<file path="src/rtl/debounce_pkg.sv">
// debounce_pkg: shared types and constants for the debounce_sync input conditioner.
// State encoding: bit1 = current stable (accepted) level, bit0 = qualifying a change.
package debounce_pkg;

  typedef enum logic [1:0] {
    IDLE_LOW  = 2'b00,
    WAIT_HIGH = 2'b01,
    IDLE_HIGH = 2'b10,
    WAIT_LOW  = 2'b11
  } db_state_t;

  // Width of the optional abort counter.
  localparam int GLITCH_CNT_W = 8;

endpackage

</file>
<file path="src/rtl/debounce_sync_sync_chain.sv">
// sync_chain: STAGES-deep shift of async-reset flops bringing d into the clk domain.
module sync_chain #(
  parameter int STAGES = 2
) (
  input  logic clk,
  input  logic rst,
  input  logic d,
  output logic q
);

  logic [STAGES-1:0] stage_reg;

  generate
    for (genvar gi = 0; gi < STAGES; gi++) begin : g_stage
      if (gi == 0) begin : g_first
        // First stage samples the raw asynchronous input.
        always_ff @(posedge clk or posedge rst) begin
          if (rst) stage_reg[gi] <= 1'b0;
          else     stage_reg[gi] <= d;
        end
      end else begin : g_rest
        // Later stages give the first stage time to resolve metastability.
        always_ff @(posedge clk or posedge rst) begin
          if (rst) stage_reg[gi] <= 1'b0;
          else     stage_reg[gi] <= stage_reg[gi-1];
        end
      end
    end
  endgenerate

  assign q = stage_reg[STAGES-1];

endmodule

</file>
<file path="src/rtl/debounce_sync.sv">
// debounce_sync: synchronizes a bouncy async level, accepts a new value only after
// DEBOUNCE_CYCLES consecutive synchronized cycles, and emits registered rise/fall pulses.
// Optional feature (macro DEBOUNCE_GLITCH_CNT_EN): adds a saturating glitch_cnt output
// counting every aborted qualification.
module debounce_sync
  import debounce_pkg::*;
#(
  parameter int SYNC_STAGES     = 2,
  parameter int DEBOUNCE_CYCLES = 4
) (
  input  logic clk,
  input  logic rst,
  input  logic din,
  output logic dout,
  output logic rise_pulse,
  output logic fall_pulse,
`ifdef DEBOUNCE_GLITCH_CNT_EN
  output logic busy,
  output logic [GLITCH_CNT_W-1:0] glitch_cnt
`else
  output logic busy
`endif
);

  localparam int CNT_W = $clog2(DEBOUNCE_CYCLES + 1);
  localparam logic [CNT_W-1:0] CNT_LAST = CNT_W'(DEBOUNCE_CYCLES - 1);
  localparam logic [CNT_W-1:0] CNT_ONE  = CNT_W'(1);

  logic             s;
  db_state_t        state_reg, state_next;
  logic [CNT_W-1:0] cnt_reg, cnt_next;
  logic             rise_reg, rise_next;
  logic             fall_reg, fall_next;

  sync_chain #(.STAGES(SYNC_STAGES)) u_sync (
    .clk (clk),
    .rst (rst),
    .d   (din),
    .q   (s)
  );

  // State, qualification counter and pulse registers.
  always_ff @(posedge clk or posedge rst) begin
    if (rst) begin
      state_reg <= IDLE_LOW;
      cnt_reg   <= '0;
      rise_reg  <= 1'b0;
      fall_reg  <= 1'b0;
    end else begin
      state_reg <= state_next;
      cnt_reg   <= cnt_next;
      rise_reg  <= rise_next;
      fall_reg  <= fall_next;
    end
  end

  // Next-state logic: any reversal of s while waiting drops back to idle with no credit.
  always_comb begin
    state_next = state_reg;
    cnt_next   = cnt_reg;
    rise_next  = 1'b0;
    fall_next  = 1'b0;
    case (state_reg)
      IDLE_LOW: begin
        if (s) begin
          state_next = WAIT_HIGH;
          cnt_next   = CNT_ONE;
        end else begin
          cnt_next = '0;
        end
      end
      WAIT_HIGH: begin
        if (!s) begin
          state_next = IDLE_LOW;
          cnt_next   = '0;
        end else if (cnt_reg == CNT_LAST) begin
          state_next = IDLE_HIGH;
          cnt_next   = '0;
          rise_next  = 1'b1;
        end else begin
          cnt_next = cnt_reg + CNT_ONE;
        end
      end
      IDLE_HIGH: begin
        if (!s) begin
          state_next = WAIT_LOW;
          cnt_next   = CNT_ONE;
        end else begin
          cnt_next = '0;
        end
      end
      WAIT_LOW: begin
        if (s) begin
          state_next = IDLE_HIGH;
          cnt_next   = '0;
        end else if (cnt_reg == CNT_LAST) begin
          state_next = IDLE_LOW;
          cnt_next   = '0;
          fall_next  = 1'b1;
        end else begin
          cnt_next = cnt_reg + CNT_ONE;
        end
      end
      default: begin
        state_next = IDLE_LOW;
        cnt_next   = '0;
      end
    endcase
  end

  // Outputs are decoded straight from registers: no combinational path from din.
  assign dout       = state_reg[1];
  assign busy       = state_reg[0];
  assign rise_pulse = rise_reg;
  assign fall_pulse = fall_reg;

`ifdef DEBOUNCE_GLITCH_CNT_EN
  logic                    abort;
  logic [GLITCH_CNT_W-1:0] glitch_cnt_reg;

  assign abort = ((state_reg == WAIT_HIGH) && !s) || ((state_reg == WAIT_LOW) && s);

  // Saturating count of aborted qualifications.
  always_ff @(posedge clk or posedge rst) begin
    if (rst)
      glitch_cnt_reg <= '0;
    else if (abort && (glitch_cnt_reg != '1))
      glitch_cnt_reg <= glitch_cnt_reg + GLITCH_CNT_W'(1);
  end

  assign glitch_cnt = glitch_cnt_reg;
`endif

endmodule
</file>
<file path="config.mk">
export PLATFORM = sky130hd
export DESIGN_NAME = debounce_sync
export DESIGN_NICKNAME = d
export VERILOG_FILES = /design/src/rtl/debounce_pkg.sv /design/src/rtl/debounce_sync_sync_chain.sv /design/src/rtl/debounce_sync.sv
export SDC_FILE = /design/constraint.sdc
export NUM_CORES = 1
export LEC_CHECK = 0
export CAP_MARGIN = 40
export CORE_AREA = 2 2 39 41
export DETAILED_ROUTE_END_ITERATION = 12
export DIE_AREA = 0 0 41 43
export DONT_BUFFER_PORTS = 1
export GPL_TIMING_DRIVEN = 0
export PLACE_DENSITY = 0.41
export SLEW_MARGIN = 20
export SYNTH_ARGS = -nofsm -noshare
export SYNTH_HDL_FRONTEND = slang
export SYNTH_SLANG_ARGS = --single-unit
export TNS_END_PERCENT = 1
</file>
<file path="constraint.sdc">
create_clock -name clk -period 1.8 [get_ports clk]
set_clock_uncertainty 0.05 [all_clocks]
set_input_delay 0.27 -clock clk [delete_from_list [all_inputs] [get_ports clk]]
set_output_delay 0.27 -clock clk [all_outputs]
set_load 0.01 [all_outputs]
</file>
; ---- Word level (Yosys, flattened, before mapping)
; Index checks and enable logic that the tools add are counted.
[word_totals]
register_bits = 9
output_inout_bits = 4
[classes]
n_eq_ne = 8
muxes = 18
add_sub_neg = 1
n_reduce_logical = 2
[op_table]
columns = op, count
row1 = 2-bit two-way mux, 6
row2 = 3-bit case mux with 4 select lines, 1
row3 = 3-bit two-way mux, 3
row4 = 2-bit case mux with 4 select lines, 1
row5 = 1-bit two-way mux, 7
row6 = 2-bit equality test (second input constant), 2
row7 = 4-bit AND reduction, 1
row8 = 3-bit by 1-bit adder with 3-bit output (second input constant), 1
row9 = 3-bit by 2-bit equality test with 1-bit output (second input constant), 1
row10 = 3-bit by 2-bit inequality test with 1-bit output (second input constant), 1
row11 = 3-bit inequality test (second input constant), 1
row12 = 2-bit by 1-bit equality test with 1-bit output (second input constant), 1
row13 = 2-bit zero test, 1
row14 = 2-bit by 1-bit inequality test with 1-bit output (second input constant), 1
row15 = 2-bit inequality test (second input constant), 1

; ---- Logic depth before layout (Yosys ltp)
[depth]
ltp_word = 4
ltp_mapped = 4
ltp_nobuf = 4

; ---- Cells and area by module
; From an unflattened synthesis, not the netlist that was laid out.
[hier_totals]
hier_cells = 24
hier_area_um2 = 350.3
[modules_own_cells]
columns = module, seq_area_each_um2, instances, area_per_inst_um2, cells_each
row1 = debounce_sync, 175.2, 1, 296.5, 21
row2 = sync_chain, 50.0, 1, 53.8, 3

; ---- Worst setup path before layout
; OpenSTA, ideal clock, no wires.
[synth_path]
path_kind = register to register
startpoint = reg cnt_reg[0]
endpoint = reg (tool-made name)
synth_period_minus_slack_ns = 1.248
stages_incl_launch_ff = 5
arrival_ns = 1.073
path_buffers = 0
path_slack_ns = 0.552
path_cell_list = dfrtp_1 -> ha_1 -> nor2b_4 -> nand2_2 -> mux2_4
[synth_rtl]
columns = item, line
row1 = from (decl), debounce_sync.sv:31  ; logic [CNT_W-1:0] cnt_reg, cnt_next;
row2 = from (signal assigned), debounce_sync.sv:51  ; cnt_reg <= cnt_next;

==> results.txt <==
Vias per std cell -> 4.067
Worst Hold End -> u_sync.q$_DFF_PP0_
Final core utilization -> 29.84%
Hold depth -> 0
Row count -> 14
Startpoint Class -> flip-flop
Static Leak -> 0.1881 nW
Pre-CTS setup slack -> 0.4914 ns
Pins Over Slew Limit -> 0
Status -> finished clean
Fmax -> 0.7543 GHz
Crit-path max cell delay -> 0.39 ns
Hold_sp -> u_sync.stage_reg[0]$_DFF_PP0_
Final wirelength -> 499 um
Syn nets -> 27
CP max-delay cell -> dfrtp_1
R2R setup slack -> 0.47 ns
VDD IR max -> 414.7 uV
Clock Path Buffers -> 2
RSZ-0062 raised after global routing -> false
Mapped cell area -> 346.6 um2
CP max FO -> 4
WL per Instance -> 11.09 um
Reg2reg start -> cnt_reg[0]$_DFF_PP0_
Slew headroom -> 78.59%
Most frequent cells in the layout -> dfrtp_1 (9), clkbuf_4 (3)
First-pass GRT wire length -> 924 um
Starting DRT DRC Count -> 1
Routed met1 length -> 222 um
Number of warnings issued by yosys -> 0
Worst slew pin tran -> 0.3208 ns
Post-DP HPWL -> 339.1 um
Total CTS buffers -> 3
Synth Area in Simple Gates -> 22.02%
Cells on worst reg2reg path -> 4
Reg area -> 225.2 um2
H-tree Lvls -> 1
Fin crit period -> 1.326 ns
Effective utilization at floorplan -> 25.05%
Worst-path clk slew -> 0.06 ns
Xor-xnor portion of the synthesized cell area -> 2.527%
Setup Buffers After CTS -> 0
Area Overhead vs Synth -> 19.13%
Final net count -> 34
Die area -> 1763 um2
CTS tree -> done
Fin worst setup slack -> 0.4742 ns
Pwr/cell area -> 1413 nW/um2
Vias -> 183
Critical Path, Cell by Cell -> ha_1, nor2b_4, nand2_2, mux2_4
Die Wd -> 41 um
Post-Synth Adder-Cell Area -> 3.610%
Total power -> 0.5834 mW
CP arrival -> 1.42 ns
Compound-Gate Fraction of Synth Area -> 1.444%
CP Class -> reg2reg
Largest family of logic cells by synthesized area -> simple AND/OR/NAND/NOR gates
Antenna violations before repair -> 0
#FFs+latches synth -> 9
Post-synthesis mux area share -> 4.332%
Critical path endpoint category -> flip-flop
Clock root buffer -> clkbuf_4
Final setup fails -> 0
Sequential cell area fraction in the yosys report -> 64.98%
Skew-Pair Late Insertion Delay -> 0.26 ns
PortBufs -> 0
Commonest non-fill, non-tap cell in the layout -> dfrtp_1
# fillers -> 146
Part of the cycle the worst path needs -> 73.65%
Tot GR Track Use -> 8.376%
# IOs -> 7
Share of cells above drive strength 1 -> 27.59%
Core Box Area -> 1384 um2
Final non-filler cell area -> 412.9 um2
Met3 WL post-DR -> 41 um
Final Wtd Congestion -> 0.6830
First-pass DRT Iterations -> 2
Placed cell count -> 39
Max-cap violations -> 0
Required @ worst endpoint -> 1.89 ns
Cell Area, Placed -> 366.6 um2
Type of the worst min-delay path -> reg2reg
Total grt overflow -> 0
Vias in the first global route -> 240
CTS Sinks -> 9
Highest metal layer with signal wires -> met3
Final antenna-violating net count -> 0
Gate Count Post-Synth -> 23
Met2 wire length -> 234 um
Post-Layout Cell Count -> 45
Area of the multi-input gates -> 117.6 um2
ANT cells -> 0
Final Hold Slack -> 0.3016 ns
Distinct cells, synth -> 12
Final setup TNS -> 0 ns
Die H -> 43 um
Final Hold Viols -> 0
Largest net degree at the start of global routing -> 10
Mean Syn Cell Area -> 15.07 um2
Residual DRC -> 0
## where the power goes
| part | internal, mW | total, mW | switching (mW) |
|---|---|---|---|
| clock | 0.0854 | 0.155 | 0.0700 |
| sequential | 0.250 | 0.306 | 0.0562 |
| combinational | 0.0731 | 0.122 | 0.0486 |
## Yosys cell counts (all sizes together)
cell type,count,share of area [%]
ha,1,3.6
and2,2,3.6
mux2,1,4.3
nand2,2,2.9
xor2,1,2.5
o21ai,1,1.4
dfrtp,9,65
nor3b,4,12
nor2b,1,4.0
inv,1,1.1
## final cells by class
type                            instances  area share [%]
Clock buffer                            4           6.364
Tap cell                               16           4.848
Timing Repair Buffer                    2           4.848
Sequential cell                         9           54.55
Inverter                                1          0.9091
Multi-Input combinational cell         13           28.48
## per-layer routing
metal  vias to the layer above  global-route usage [%]
li1                         87                       -
met1                        90                   8.844
met2                         6                   10.94
met3                         0                   3.141
met4                         0                   10.00
met5                         -                       0
## critical path: cells and delay by family (launching register included)
kind                     cells  cell delay (ns)
multiplexers                 1             0.30
AND/OR/NAND/NOR              2             0.24
adder cells (fa/ha/maj)      1             0.23
flip-flops                   1             0.39
## cells by family after synthesis
logic type               count (synthesis)
AO/OA/AOI/OAI                            1
AND/OR/NAND/NOR                          9
XOR/XNOR                                 1
multiplexers                             1
buffers and inverters                    1
adder cells (fa/ha/maj)                  1
flip-flops                               9
## how the worst max path moves through the flow
stage	start	end	slack, ns	cells after the start
floorplan	cnt_reg[0]$_DFF_PP0_	flip-flop	0.55	4
global placement	cnt_reg[0]$_DFF_PP0_	flip-flop	0.50	4
finish	cnt_reg[0]$_DFF_PP0_	flip-flop	0.47	4
detailed placement	cnt_reg[0]$_DFF_PP0_	flip-flop	0.49	4
global route	cnt_reg[0]$_DFF_PP0_	flip-flop	0.41	4
CTS	cnt_reg[0]$_DFF_PP0_	flip-flop	0.47	4
## repair_timing
item	4_1_cts	5_1_grt
gates resized for setup	0	0
hold endpoints to repair	10	0
hold buffers	2	0
Note: power is estimated with default switching activity, not from simulation.
